<file path="src/rtl/branch_resolve_if.sv">
// Resolution, prediction-lookup and redirect signals of the branch resolve unit.
// The producer/fetch/ROB side uses the master modport; the unit uses slave.
interface branch_resolve_if #(
  parameter int TAG_W = 4
);
  logic             res_valid;
  logic             res_ready;
  logic [31:0]      res_pc;
  logic             res_taken;
  logic [31:0]      res_target;
  logic             res_uncond;
  logic             res_pred_taken;
  logic [31:0]      res_pred_target;
  logic [TAG_W-1:0] res_tag;
  logic [31:0]      pred_pc;
  logic             pred_taken;
  logic             redirect_valid;
  logic [31:0]      redirect_pc;
  logic [TAG_W-1:0] redirect_tag;
  logic             redirect_ack;

  modport master (
    output res_valid, res_pc, res_taken, res_target, res_uncond,
           res_pred_taken, res_pred_target, res_tag, pred_pc, redirect_ack,
    input  res_ready, pred_taken, redirect_valid, redirect_pc, redirect_tag
  );

  modport slave (
    input  res_valid, res_pc, res_taken, res_target, res_uncond,
           res_pred_taken, res_pred_target, res_tag, pred_pc, redirect_ack,
    output res_ready, pred_taken, redirect_valid, redirect_pc, redirect_tag
  );
endinterface

</file>
<file path="src/rtl/branch_resolve_unit.sv">
// Resolves branches against the fetch prediction, trains a 2-bit BHT and
// raises a held redirect on mispredict. Optional counters: BRU_STATS_EN.
//
// state    | meaning
// IDLE     | accepting resolutions, no redirect pending
// REDIRECT | mispredict redirect held until redirect_ack
module branch_resolve_unit #(
  parameter int BHT_IDX_W = 6,
  parameter int TAG_W     = 4
) (
  input  logic              clk,
  input  logic              rst,
  branch_resolve_if.slave   bus
`ifdef BRU_STATS_EN
  ,
  output logic [31:0]       stat_resolved,
  output logic [31:0]       stat_mispredict
`endif
);

  localparam int BHT_N = 1 << BHT_IDX_W;

  typedef enum logic {
    IDLE     = 1'b0,
    REDIRECT = 1'b1
  } state_t;

  state_t           state_q, state_d;
  logic [31:0]      redirect_pc_q, redirect_pc_d;
  logic [TAG_W-1:0] redirect_tag_q, redirect_tag_d;
  logic [1:0]       bht_q [BHT_N];
  logic [1:0]       bht_d [BHT_N];

  logic [BHT_IDX_W-1:0] res_idx;
  logic [BHT_IDX_W-1:0] pred_idx;
  logic                 accept;
  logic [31:0]          correct_pc;
  logic                 mispredict;

  assign res_idx    = bus.res_pc[BHT_IDX_W+1:2];
  assign pred_idx   = bus.pred_pc[BHT_IDX_W+1:2];
  assign accept     = bus.res_valid && (state_q == IDLE);
  assign correct_pc = bus.res_taken ? bus.res_target : (bus.res_pc + 32'd4);
  // Comparing the full next PC catches direction and target errors alike.
  assign mispredict = (correct_pc != bus.res_pred_target);

  assign bus.res_ready      = (state_q == IDLE);
  assign bus.redirect_valid = (state_q == REDIRECT);
  assign bus.redirect_pc    = redirect_pc_q;
  assign bus.redirect_tag   = redirect_tag_q;
  assign bus.pred_taken     = bht_q[pred_idx][1];

  always_comb begin
    state_d        = state_q;
    redirect_pc_d  = redirect_pc_q;
    redirect_tag_d = redirect_tag_q;
    bht_d          = bht_q;

    case (state_q)
      IDLE: begin
        if (accept && mispredict) begin
          state_d        = REDIRECT;
          redirect_pc_d  = correct_pc;
          redirect_tag_d = bus.res_tag;
        end
      end
      REDIRECT: begin
        if (bus.redirect_ack) state_d = IDLE;
      end
      default: state_d = IDLE;
    endcase

    if (accept && !bus.res_uncond) begin
      if (bus.res_taken) begin
        if (bht_q[res_idx] != 2'b11) bht_d[res_idx] = bht_q[res_idx] + 2'd1;
      end else begin
        if (bht_q[res_idx] != 2'b00) bht_d[res_idx] = bht_q[res_idx] - 2'd1;
      end
    end
  end

  always_ff @(posedge clk or posedge rst) begin
    if (rst) begin
      state_q        <= IDLE;
      redirect_pc_q  <= '0;
      redirect_tag_q <= '0;
      bht_q          <= '{default: 2'b01};
    end else begin
      state_q        <= state_d;
      redirect_pc_q  <= redirect_pc_d;
      redirect_tag_q <= redirect_tag_d;
      bht_q          <= bht_d;
    end
  end

`ifdef BRU_STATS_EN
  logic [31:0] stat_resolved_q, stat_resolved_d;
  logic [31:0] stat_mispredict_q, stat_mispredict_d;

  always_comb begin
    stat_resolved_d   = stat_resolved_q;
    stat_mispredict_d = stat_mispredict_q;
    if (accept) begin
      stat_resolved_d = stat_resolved_q + 32'd1;
      if (mispredict) stat_mispredict_d = stat_mispredict_q + 32'd1;
    end
  end

  always_ff @(posedge clk or posedge rst) begin
    if (rst) begin
      stat_resolved_q   <= '0;
      stat_mispredict_q <= '0;
    end else begin
      stat_resolved_q   <= stat_resolved_d;
      stat_mispredict_q <= stat_mispredict_d;
    end
  end

  assign stat_resolved   = stat_resolved_q;
  assign stat_mispredict = stat_mispredict_q;
`endif

endmodule

</file>
<file path="src/flat_wrapper.sv">
// flat-port wrapper written by rule: the top's interface ports become plain ports
module branch_resolve_unit_flat 
#(
  parameter int BHT_IDX_W = 6,
  parameter int TAG_W     = 4
)
  (clk, rst, bus_res_valid, bus_res_pc, bus_res_taken, bus_res_target, bus_res_uncond, bus_res_pred_taken, bus_res_pred_target, bus_res_tag, bus_pred_pc, bus_redirect_ack, bus_res_ready, bus_pred_taken, bus_redirect_valid, bus_redirect_pc, bus_redirect_tag);
  branch_resolve_if #(.TAG_W(TAG_W)) bus_i ();
  input  logic clk;
  input  logic rst;
  input wire logic [$bits(bus_i.res_valid)-1:0] bus_res_valid;
  input wire logic [$bits(bus_i.res_pc)-1:0] bus_res_pc;
  input wire logic [$bits(bus_i.res_taken)-1:0] bus_res_taken;
  input wire logic [$bits(bus_i.res_target)-1:0] bus_res_target;
  input wire logic [$bits(bus_i.res_uncond)-1:0] bus_res_uncond;
  input wire logic [$bits(bus_i.res_pred_taken)-1:0] bus_res_pred_taken;
  input wire logic [$bits(bus_i.res_pred_target)-1:0] bus_res_pred_target;
  input wire logic [$bits(bus_i.res_tag)-1:0] bus_res_tag;
  input wire logic [$bits(bus_i.pred_pc)-1:0] bus_pred_pc;
  input wire logic [$bits(bus_i.redirect_ack)-1:0] bus_redirect_ack;
  output wire logic [$bits(bus_i.res_ready)-1:0] bus_res_ready;
  output wire logic [$bits(bus_i.pred_taken)-1:0] bus_pred_taken;
  output wire logic [$bits(bus_i.redirect_valid)-1:0] bus_redirect_valid;
  output wire logic [$bits(bus_i.redirect_pc)-1:0] bus_redirect_pc;
  output wire logic [$bits(bus_i.redirect_tag)-1:0] bus_redirect_tag;
  assign bus_i.res_valid = bus_res_valid;
  assign bus_i.res_pc = bus_res_pc;
  assign bus_i.res_taken = bus_res_taken;
  assign bus_i.res_target = bus_res_target;
  assign bus_i.res_uncond = bus_res_uncond;
  assign bus_i.res_pred_taken = bus_res_pred_taken;
  assign bus_i.res_pred_target = bus_res_pred_target;
  assign bus_i.res_tag = bus_res_tag;
  assign bus_i.pred_pc = bus_pred_pc;
  assign bus_i.redirect_ack = bus_redirect_ack;
  assign bus_res_ready = bus_i.res_ready;
  assign bus_pred_taken = bus_i.pred_taken;
  assign bus_redirect_valid = bus_i.redirect_valid;
  assign bus_redirect_pc = bus_i.redirect_pc;
  assign bus_redirect_tag = bus_i.redirect_tag;
  branch_resolve_unit #(.BHT_IDX_W(BHT_IDX_W), .TAG_W(TAG_W)) u_core (.clk(clk), .rst(rst), .bus(bus_i));
endmodule
</file>
<file path="config.mk">
export PLATFORM = sky130hd
export DESIGN_NAME = branch_resolve_unit_flat
export DESIGN_NICKNAME = d
export VERILOG_FILES = /design/src/rtl/branch_resolve_if.sv /design/src/rtl/branch_resolve_unit.sv /design/src/flat_wrapper.sv
export SDC_FILE = /design/constraint.sdc
export NUM_CORES = 1
export LEC_CHECK = 0
export BUFFER_PORTS_ARGS = -buffer_cell sky130_fd_sc_hd__buf_4
export CAP_MARGIN = 20
export CORE_MARGIN = 2
export CORE_UTILIZATION = 55
export CTS_CLUSTER_SIZE = 28
export DETAILED_ROUTE_END_ITERATION = 10
export MAX_ROUTING_LAYER = met4
export PLACE_DENSITY = 0.86
export SYNTH_ARGS = -nofsm -noshare
export SYNTH_HDL_FRONTEND = slang
export SYNTH_SLANG_ARGS = --single-unit
export TNS_END_PERCENT = 5
</file>
<file path="constraint.sdc">
create_clock -name clk -period 17.5 [get_ports clk]
set_clock_uncertainty 0.2 [all_clocks]
set_input_delay 3.5 -clock clk [delete_from_list [all_inputs] [get_ports clk]]
set_output_delay 3.5 -clock clk [all_outputs]
set_load 0.05 [all_outputs]
</file>
# --- Yosys cells after proc, flatten, opt, wreduce, memory -nomap -nowiden ---
# Cells that the tools add are included.
totals:
  reg_bits: 165
  inputBits: 139
  output_inout_bits: 39
classes:
  n_addsub: 3
  order_cmp: 3
  n_eq_ne: 3
  mux: 17
  bitwise_logic: 3
  n_reduce_logical: 9
op_table:
  columns: ["cell", "n"]
  rows:
  - ["128-bit two-way mux", 3]
  - ["128-bit bitwise mux", 2]
  - ["32-bit by 3-bit adder with 32-bit output, second input constant", 1]
  - ["32-bit two-way mux", 1]
  - ["32-bit != test", 1]
  - ["2-bit binary-select mux with 6-bit select", 2]
  - ["7-bit >= comparator, second input constant", 2]
  - ["6-bit inverter with 7-bit output", 2]
  - ["2-bit demux with 6-bit select", 1]
  - ["2-bit two-way mux", 5]
  - ["7-bit by 1-bit less-than comparator with 1-bit output, second input constant", 1]
  - ["1-bit logical AND", 4]
  - ["2-bit nonzero test", 2]
  - ["3-bit AND reduction", 1]
  - ["2-bit by 1-bit adder with 2-bit output, second input constant", 1]
  - ["1-bit two-way mux", 2]
  - ["2-bit by 1-bit != test with 1-bit output, second input constant", 1]
  - ["2-bit != test, second input constant", 1]
  - ["1-bit case mux with 2 select lines", 1]
  - ["2-bit AND reduction", 1]
  - ["2-bit by 1-bit subtractor with 2-bit output, second input constant", 1]
  - ["1-bit zero test", 1]
  - ["1-bit inverter", 1]

# --- Longest topological paths before layout ---
# Gate-level depths: netlist of run 1.
depth:
  ltp_word: 8
  mapped_depth: 19

# --- Least setup slack after synthesis of run 1 ---
# OpenSTA, ideal clock, no wires.
synth_timing:
  kind: "input to output"
  startpoint: "input bus_pred_pc[2]"
  endpoint: "output bus_pred_taken"
  t_arrival_ns: 6.071
  slack_ns: 7.729
  stages: 5
  cell_sequence: "clkbuf_1 -> buf_1 -> mux4_2 -> mux4_2 -> mux4_2"
synth_between:
  elab_chain_cells: 4
synth_lines:
  columns: ["item", "line_no", "rtl"]
  rows:
  - ["start, declared", "flat_wrapper.sv:19", "input wire logic [$bits(bus_i.pred_pc)-1:0] bus_pred_pc;"]
  - ["6-bit inverter with 7-bit output (implied by the code)", "branch_resolve_unit.sv:51", "assign bus.pred_taken = bht_q[pred_idx][1];"]
  - ["2-bit binary-select mux with 6-bit select", "branch_resolve_unit.sv:51", null]
  - ["2-bit two-way mux (implied by the code) (2 in a row)", "branch_resolve_unit.sv:51", null]
  - ["end, declared", "flat_wrapper.sv:22", "output wire logic [$bits(bus_i.pred_taken)-1:0] bus_pred_taken;"]
# Every way passes these cells. The select of a mux whose other input is x is not followed.

# --- Final worst setup path of run 1 ---
# Same ends and word-level chain as after synthesis.

==> flow_summary.ini, run 1 <==
[synth]
synth_edf_count = 0
syn-instance-count = 932
ys_seq_area_share_pct = 41.6
synth-seq-cells = 165
netlist_area_mm2 = 0.0101
synth_top_area_share_pct = 25.0
synth.avg_cell_area_um2 = 10.8
yosysUniqueCellTypes = 61
synth.area.top_cells = dfrtp_1 (25%), dfstp_2 (17%), mux2_2 (15%)
syn_nets = 1074
yosysWarnings = 0
synth.largest_area_cell = dfrtp_1
synth_common_cells = mux2_2 (132), nand2_1 (119), dfrtp_1 (101)
synthArstFlopShare_pct = 100
yosysMostFrequentCell = mux2_2
synthFlopType = dfrtp_1

[timing]
setup_tns_ps = 0
setup_viol = 0
fin_crit_ps = 9330
fmax_ghz = 0.107
period_share_pct = 53.3
worst_pin_slew_ps = 1190
drv_slew = 0
final_hold_viol_count = 0
relSlewSlack_pct = 20.1
rsz0062_at_grt = false

[floorplanning]
die_h_um = 140
initial_core_util_pct = 56.1
core-area_mm2 = 0.0180
ios = 178
dieArea_mm2 = 0.0195
core.rowCount = 49
die_w_um = 140

[clock_tree]
cts.sinks = 165
cts_buffer_depth = 2
worst_skew_pair.late_latency_ps = 440
cts_setup_buffers = 0
ctsHoldBuffers = 0
cts_tree = yes
htree_levels = 4
path_clk_slew_ps = 70
cts_root_buf = clkbuf_16
cts_resized = 0
numCtsBuffers = 17

[finish]
finish.net_count = 1188
drive_gt1_share_pct = 42.5
instances_no_fill = 1288
areaGrowthSynthToFinish_pct = 18.5
diodes = 0

[pwr]
ir_drop_mv = 0.0899
comb_power_share_pct = 25.7
p_clk_share_pct = 34.3
switching_share_pct = 34.9
p_leak_nw = 5.22
pwr_density_cell_mw_per_mm2 = 93.1
p_int_mw = 0.726
p_seq_share_pct = 40.1
switching_power_mw = 0.389

[setup_path]
path_max_fanout = 16
worst_ep_arrival_time_ps = 5630
cp_slowest_stage_delay_ps = 590
startpoint_type = primary input
critical-path-top-delay-family = multiplexers
cp.depth = 5
cp_cell_sequence = buf_4, mux4_2, mux4_2, mux4_2, buf_4
worstSetupStartpoint = bus_pred_pc[2]
crit_type = in2out
timing.critical_path.buf_inv = 2
cp_slowest_cell = mux4_2
ff2ff_setup_slack_ps = 12520
path_common_cell = mux4_2
crit_end = bus_pred_taken
r2r_end = u_core.bht_q[17]
r2r_cells = 14
worstSetupEndpointType = output pin
cp_data_required_time_ps = 13800

[global_route]
grt_pass1_wl_um = 47200
grt_max_degree = 96
grt_usage_pct = 32.0
grt_pass1_vias = 8377
overflow = 0
antenna_found_initial = 0

[placement]
dp_hpwl_um = 19900
placedCellCount = 1255
port_buffers = 150
globalplace.congestion = 0.944

[drt]
route.detailed.drc = 0
postRouteAntennaNets = 0
drt_iter0_drc = 1036
drtPass1Iterations = 6
vias_per_cell = 6.67
vias = 8585
wl_um = 30200
wl_per_cell_um = 23.4

[job]
drv_cap = 0

[worst_hold_path]
min_from = u_core.bus.redirect_tag[3]
hp-class = reg2reg

[status]
status = finished clean
==> power groups by stage <==
stage          clock (mW)  combinational (mW)  sequential (mW)
5_1_grt             0.403               0.300            0.450
6_report            0.382               0.286            0.447
2_1_floorplan           0               0.115            0.521
3_5_place_dp            0               0.281            0.452
3_3_place_gp            0               0.277            0.450
4_1_cts             0.385               0.283            0.446
==> cells by family after synthesis <==
| kind of cell | Yosys count | synth area share (%) |
|---|---|---|
| AO/OA/AOI/OAI | 148 | 10.3 |
| XOR/XNOR | 66 | 5.72 |
| adder cells (fa/ha/maj) | 3 | 0.371 |
| buffers and inverters | 87 | 3.59 |
| flip-flops | 165 | 41.6 |
| multiplexers | 197 | 25.1 |
| AND/OR/NAND/NOR | 266 | 13.3 |
==> cell type report <==
class                      instances  area (um^2)
clock inverter                    15          184
fill                            1336         6040
timing repair buffer             164         1230
sequential                       165         4210
inverter                          18         72.6
clock buffer                      17          425
tap                              229          287
multi-input combinational        680         5570
==> how the worst min path moves through the flow <==
stage                                 endpoint  cells past startpoint  slack, ps
finish              u_core.bus.redirect_tag[3]                      1        290
global route        u_core.bus.redirect_tag[2]                      1        320
CTS                 u_core.bus.redirect_tag[1]                      1        290
detailed placement  u_core.bus.redirect_tag[1]                      1        280
global placement    u_core.bus.redirect_pc[29]                      1        270
floorplan                     u_core.bht_q[27]                      1        300
==> through the flow <==
step           power, mW  utilization (%)  setup WS [ps]  hold WS, ps  area [um^2]
6_report            1.12             66.5           8170          288        12000
3_5_place_dp       0.734             63.0           8210          278        11400
5_1_grt             1.15             66.5           8120          315        12000
2_1_floorplan      0.635                -           7730          296        10100
4_1_cts             1.11             66.4           8190          294        12000
3_3_place_gp       0.727             63.0           8220          270        11400
==> placed cells by master, fill, tap and decap left out, types with 25 or more instances in the layout <==
master / instances
buf_4: 163
mux2_2: 132
nand2_1: 119
dfrtp_1: 101
dfstp_2: 64
a22oi_1: 41
xnor2_1: 40
o21ai_0: 37
xor2_1: 25
mux2_4: 25
==> worst register-to-register path, delay by kind of cell, from the launching register on <==
family / cells / cell delay, ps
adders and majority gates: 1 / 210
and+or+nand+nor: 6 / 1840
buffers and inverters: 2 / 690
DFF: 1 / 380
AOI/OAI and AO/OA: 2 / 590
muxes: 3 / 960
==> layer usage <==
metal  wire (um)  share of wire, %  GRT usage [%]  vias to the layer above
met5           0                 0              -                        -
met4        1250               4.2           14.8                        0
met3        3150                10           6.99                      117
met2       14300                48           49.6                      577
met1       11400                38           40.3                     4220
li1            -                 -              -                     3671
(Power assumes the default switching activity.)
==> inputs of run 2 (changes only) <==
--- a/config.mk
+++ b/config.mk
@@ -5,6 +5,7 @@
 export SDC_FILE = /design/constraint.sdc
 export NUM_CORES = 1
 export LEC_CHECK = 0
+export ABC_AREA = 1
 export BUFFER_PORTS_ARGS = -buffer_cell sky130_fd_sc_hd__buf_4
 export CAP_MARGIN = 20
 export CORE_MARGIN = 2
==> constraint.sdc (replaced) <==
create_clock -name clk -period 8.6 [get_ports clk]
set_clock_uncertainty 0.2 [all_clocks]
set_input_delay 1.72 -clock clk [delete_from_list [all_inputs] [get_ports clk]]
set_output_delay 1.72 -clock clk [all_outputs]
set_load 0.05 [all_outputs]
==> flow_summary.ini, run 2 <==
[timing]
fmax_ghz = 0.166
fin_crit_ps = 6010
setup_tns_ps = 0
setup_viol = 0
worst_pin_slew_ps = 1150
rsz0062_at_grt = false
drv_slew = 0
final_hold_viol_count = 0
relSlewSlack_pct = 23.1
setup_ws_ps = 2590
period_share_pct = 69.9

[clock_tree]
cts_tree = yes
cts_buffer_depth = 2
cts.sinks = 165
cts_resized = 0
numCtsBuffers = 17
htree_levels = 4
ctsHoldBuffers = 0
cts_setup_buffers = 0
worst_skew_pair.late_latency_ps = 440
cts_root_buf = clkbuf_16
path_clk_slew_ps = 70

[synth]
synth.largest_area_cell = dfrtp_1
netlist_area_mm2 = 0.0100
synth_edf_count = 0
syn_nets = 1553
yosysUniqueCellTypes = 42
syn-instance-count = 1411
yosysWarnings = 0
synthFlopType = dfrtp_1
synth-seq-cells = 165
yosysMostFrequentCell = nand2_1
synth_common_cells = nand2_1 (523), o21ai_0 (183), dfrtp_1 (101)
synth.area.top_cells = dfrtp_1 (25%), nand2_1 (20%), dfstp_2 (17%)
synthArstFlopShare_pct = 100
synth_top_area_share_pct = 25.2
synth.avg_cell_area_um2 = 7.10
ys_seq_area_share_pct = 42.0

[floorplanning]
core.rowCount = 49
core-area_mm2 = 0.0179
ios = 178
dieArea_mm2 = 0.0193
die_h_um = 139
die_w_um = 139
initial_core_util_pct = 56.0

[setup_path]
startpoint_type = primary input
path_max_fanout = 34
worst_ep_arrival_time_ps = 4090
cp_data_required_time_ps = 6680
crit_type = in2out
worstSetupEndpointType = output pin

[drt]
route.detailed.drc = 0
drtPass1Iterations = 8
postRouteAntennaNets = 0
vias_per_cell = 5.84
wl_um = 31400
vias = 10382
wl_per_cell_um = 17.7
drt_iter0_drc = 1150

[global_route]
grt_util_met1_pct = 42.5
grt_usage_pct = 33.3
overflow = 0
busiest_layer = met2
grt_pass1_wl_um = 49800
use_met3_pct = 6.80
use_met2_pct = 51.0
antenna_found_initial = 0
grt_max_degree = 111
grt_pass1_vias = 9680

[pwr]
finalPower_mw = 2.23
pwr_density_cell_mw_per_mm2 = 188
p_leak_nw = 5.63
ir_drop_mv = 0.153

[finish]
fin_util_pct = 66.2
layout_common_cells = nand2_1 (523), o21ai_0 (183), buf_4 (160)
layout_commonest_cell = nand2_1
diodes = 0
drive_gt1_share_pct = 22.1
areaGrowthSynthToFinish_pct = 18.2
finish.net_count = 1678

[worst_hold_path]
hp-class = reg2reg

[placement]
port_buffers = 150
dp_hpwl_um = 21400
globalplace.congestion = 0.935
dp_slack_ps = 2700

[status]
status = finished clean

[job]
drv_cap = 0
==> run 2: cell types whose count changed in the layout (fill, tap and decap cells not counted), moves of 40 or more <==
cell | previous run | this run
xnor2_1 | 40 | 0
inv_1 | 17 | 97
nor2_1 | 23 | 99
nand2_1 | 119 | 523
nand3_1 | 20 | 93
mux2_2 | 132 | 0
o21ai_0 | 37 | 183
==> run 2: worst max-delay path: stages <==
cell      delay, ps
buf_4           310
inv_1           520
o21ai_0         310
a21oi_1          60
o311ai_0        400
o21ai_0         180
o211ai_1        180
o21ai_0         170
buf_4           230
==> run 2: logic make-up (layout without fill, tap and decap cells) <==
group	after synthesis	after routing	synth area share, %
buffers and inverters	155	293	6.79
flip-flops	165	165	42.0
XOR/XNOR	3	3	0.262
AO/OA/AOI/OAI	247	247	13.8
adder cells (fa/ha/maj)	3	3	0.375
AND/OR/NAND/NOR	838	838	36.8
==> run 2: stage by stage <==
step | std cells | hold slack (ps) | cell area [um^2]
6_report | 1778 | 276 | 11800
5_1_grt | 1778 | 291 | 11800
4_1_cts | 1778 | 278 | 11800
3_5_place_dp | 1746 | 260 | 11200
3_3_place_gp | 1746 | 256 | 11200
2_1_floorplan | 1411 | 253 | 10000
==> run 2: layer usage <==
layer  up-vias  part of all wire (%)
li1       4868                     -
met1      4781                    39
met2       615                    46
met3       118                    11
met4         0                   4.0
met5         -                     0
==> run 2: power by group <==
group	internal [mW]	total [mW]	switching, mW
clock network	0.418	0.788	0.370
logic	0.166	0.532	0.366
registers	0.859	0.908	0.0494
==> run 2: path summary, 6_finish.rpt <==
check / endpoint / start / slack [ps] / depth (start not counted)
setup / recovery: bus_pred_taken / bus_pred_pc[2] / 2590 / 9
hold / removal: u_core.bus.redirect_pc[31] / u_core.bus.redirect_pc[31] / 280 / 2
setup reg to reg: u_core.bht_q[45] / u_core.bht_q[25] / 4860 / 14
max in group asynchronous: u_core.bht_q[13] / rst / 5600 / 3
min in group asynchronous: u_core.bus.redirect_tag[2] / rst / 1300 / 2
hold reg to reg: u_core.bus.redirect_pc[31] / u_core.bus.redirect_pc[31] / 280 / 2
==> run 2: area by class of cell <==
type / instances / area (um^2)
tap: 229 / 287
inverter: 101 / 384
multi-input combinational: 1091 / 5150
sequential: 165 / 4210
clock inverter: 15 / 189
clock buffer: 17 / 425
fill: 1494 / 6060
timing repair buffer: 160 / 1200
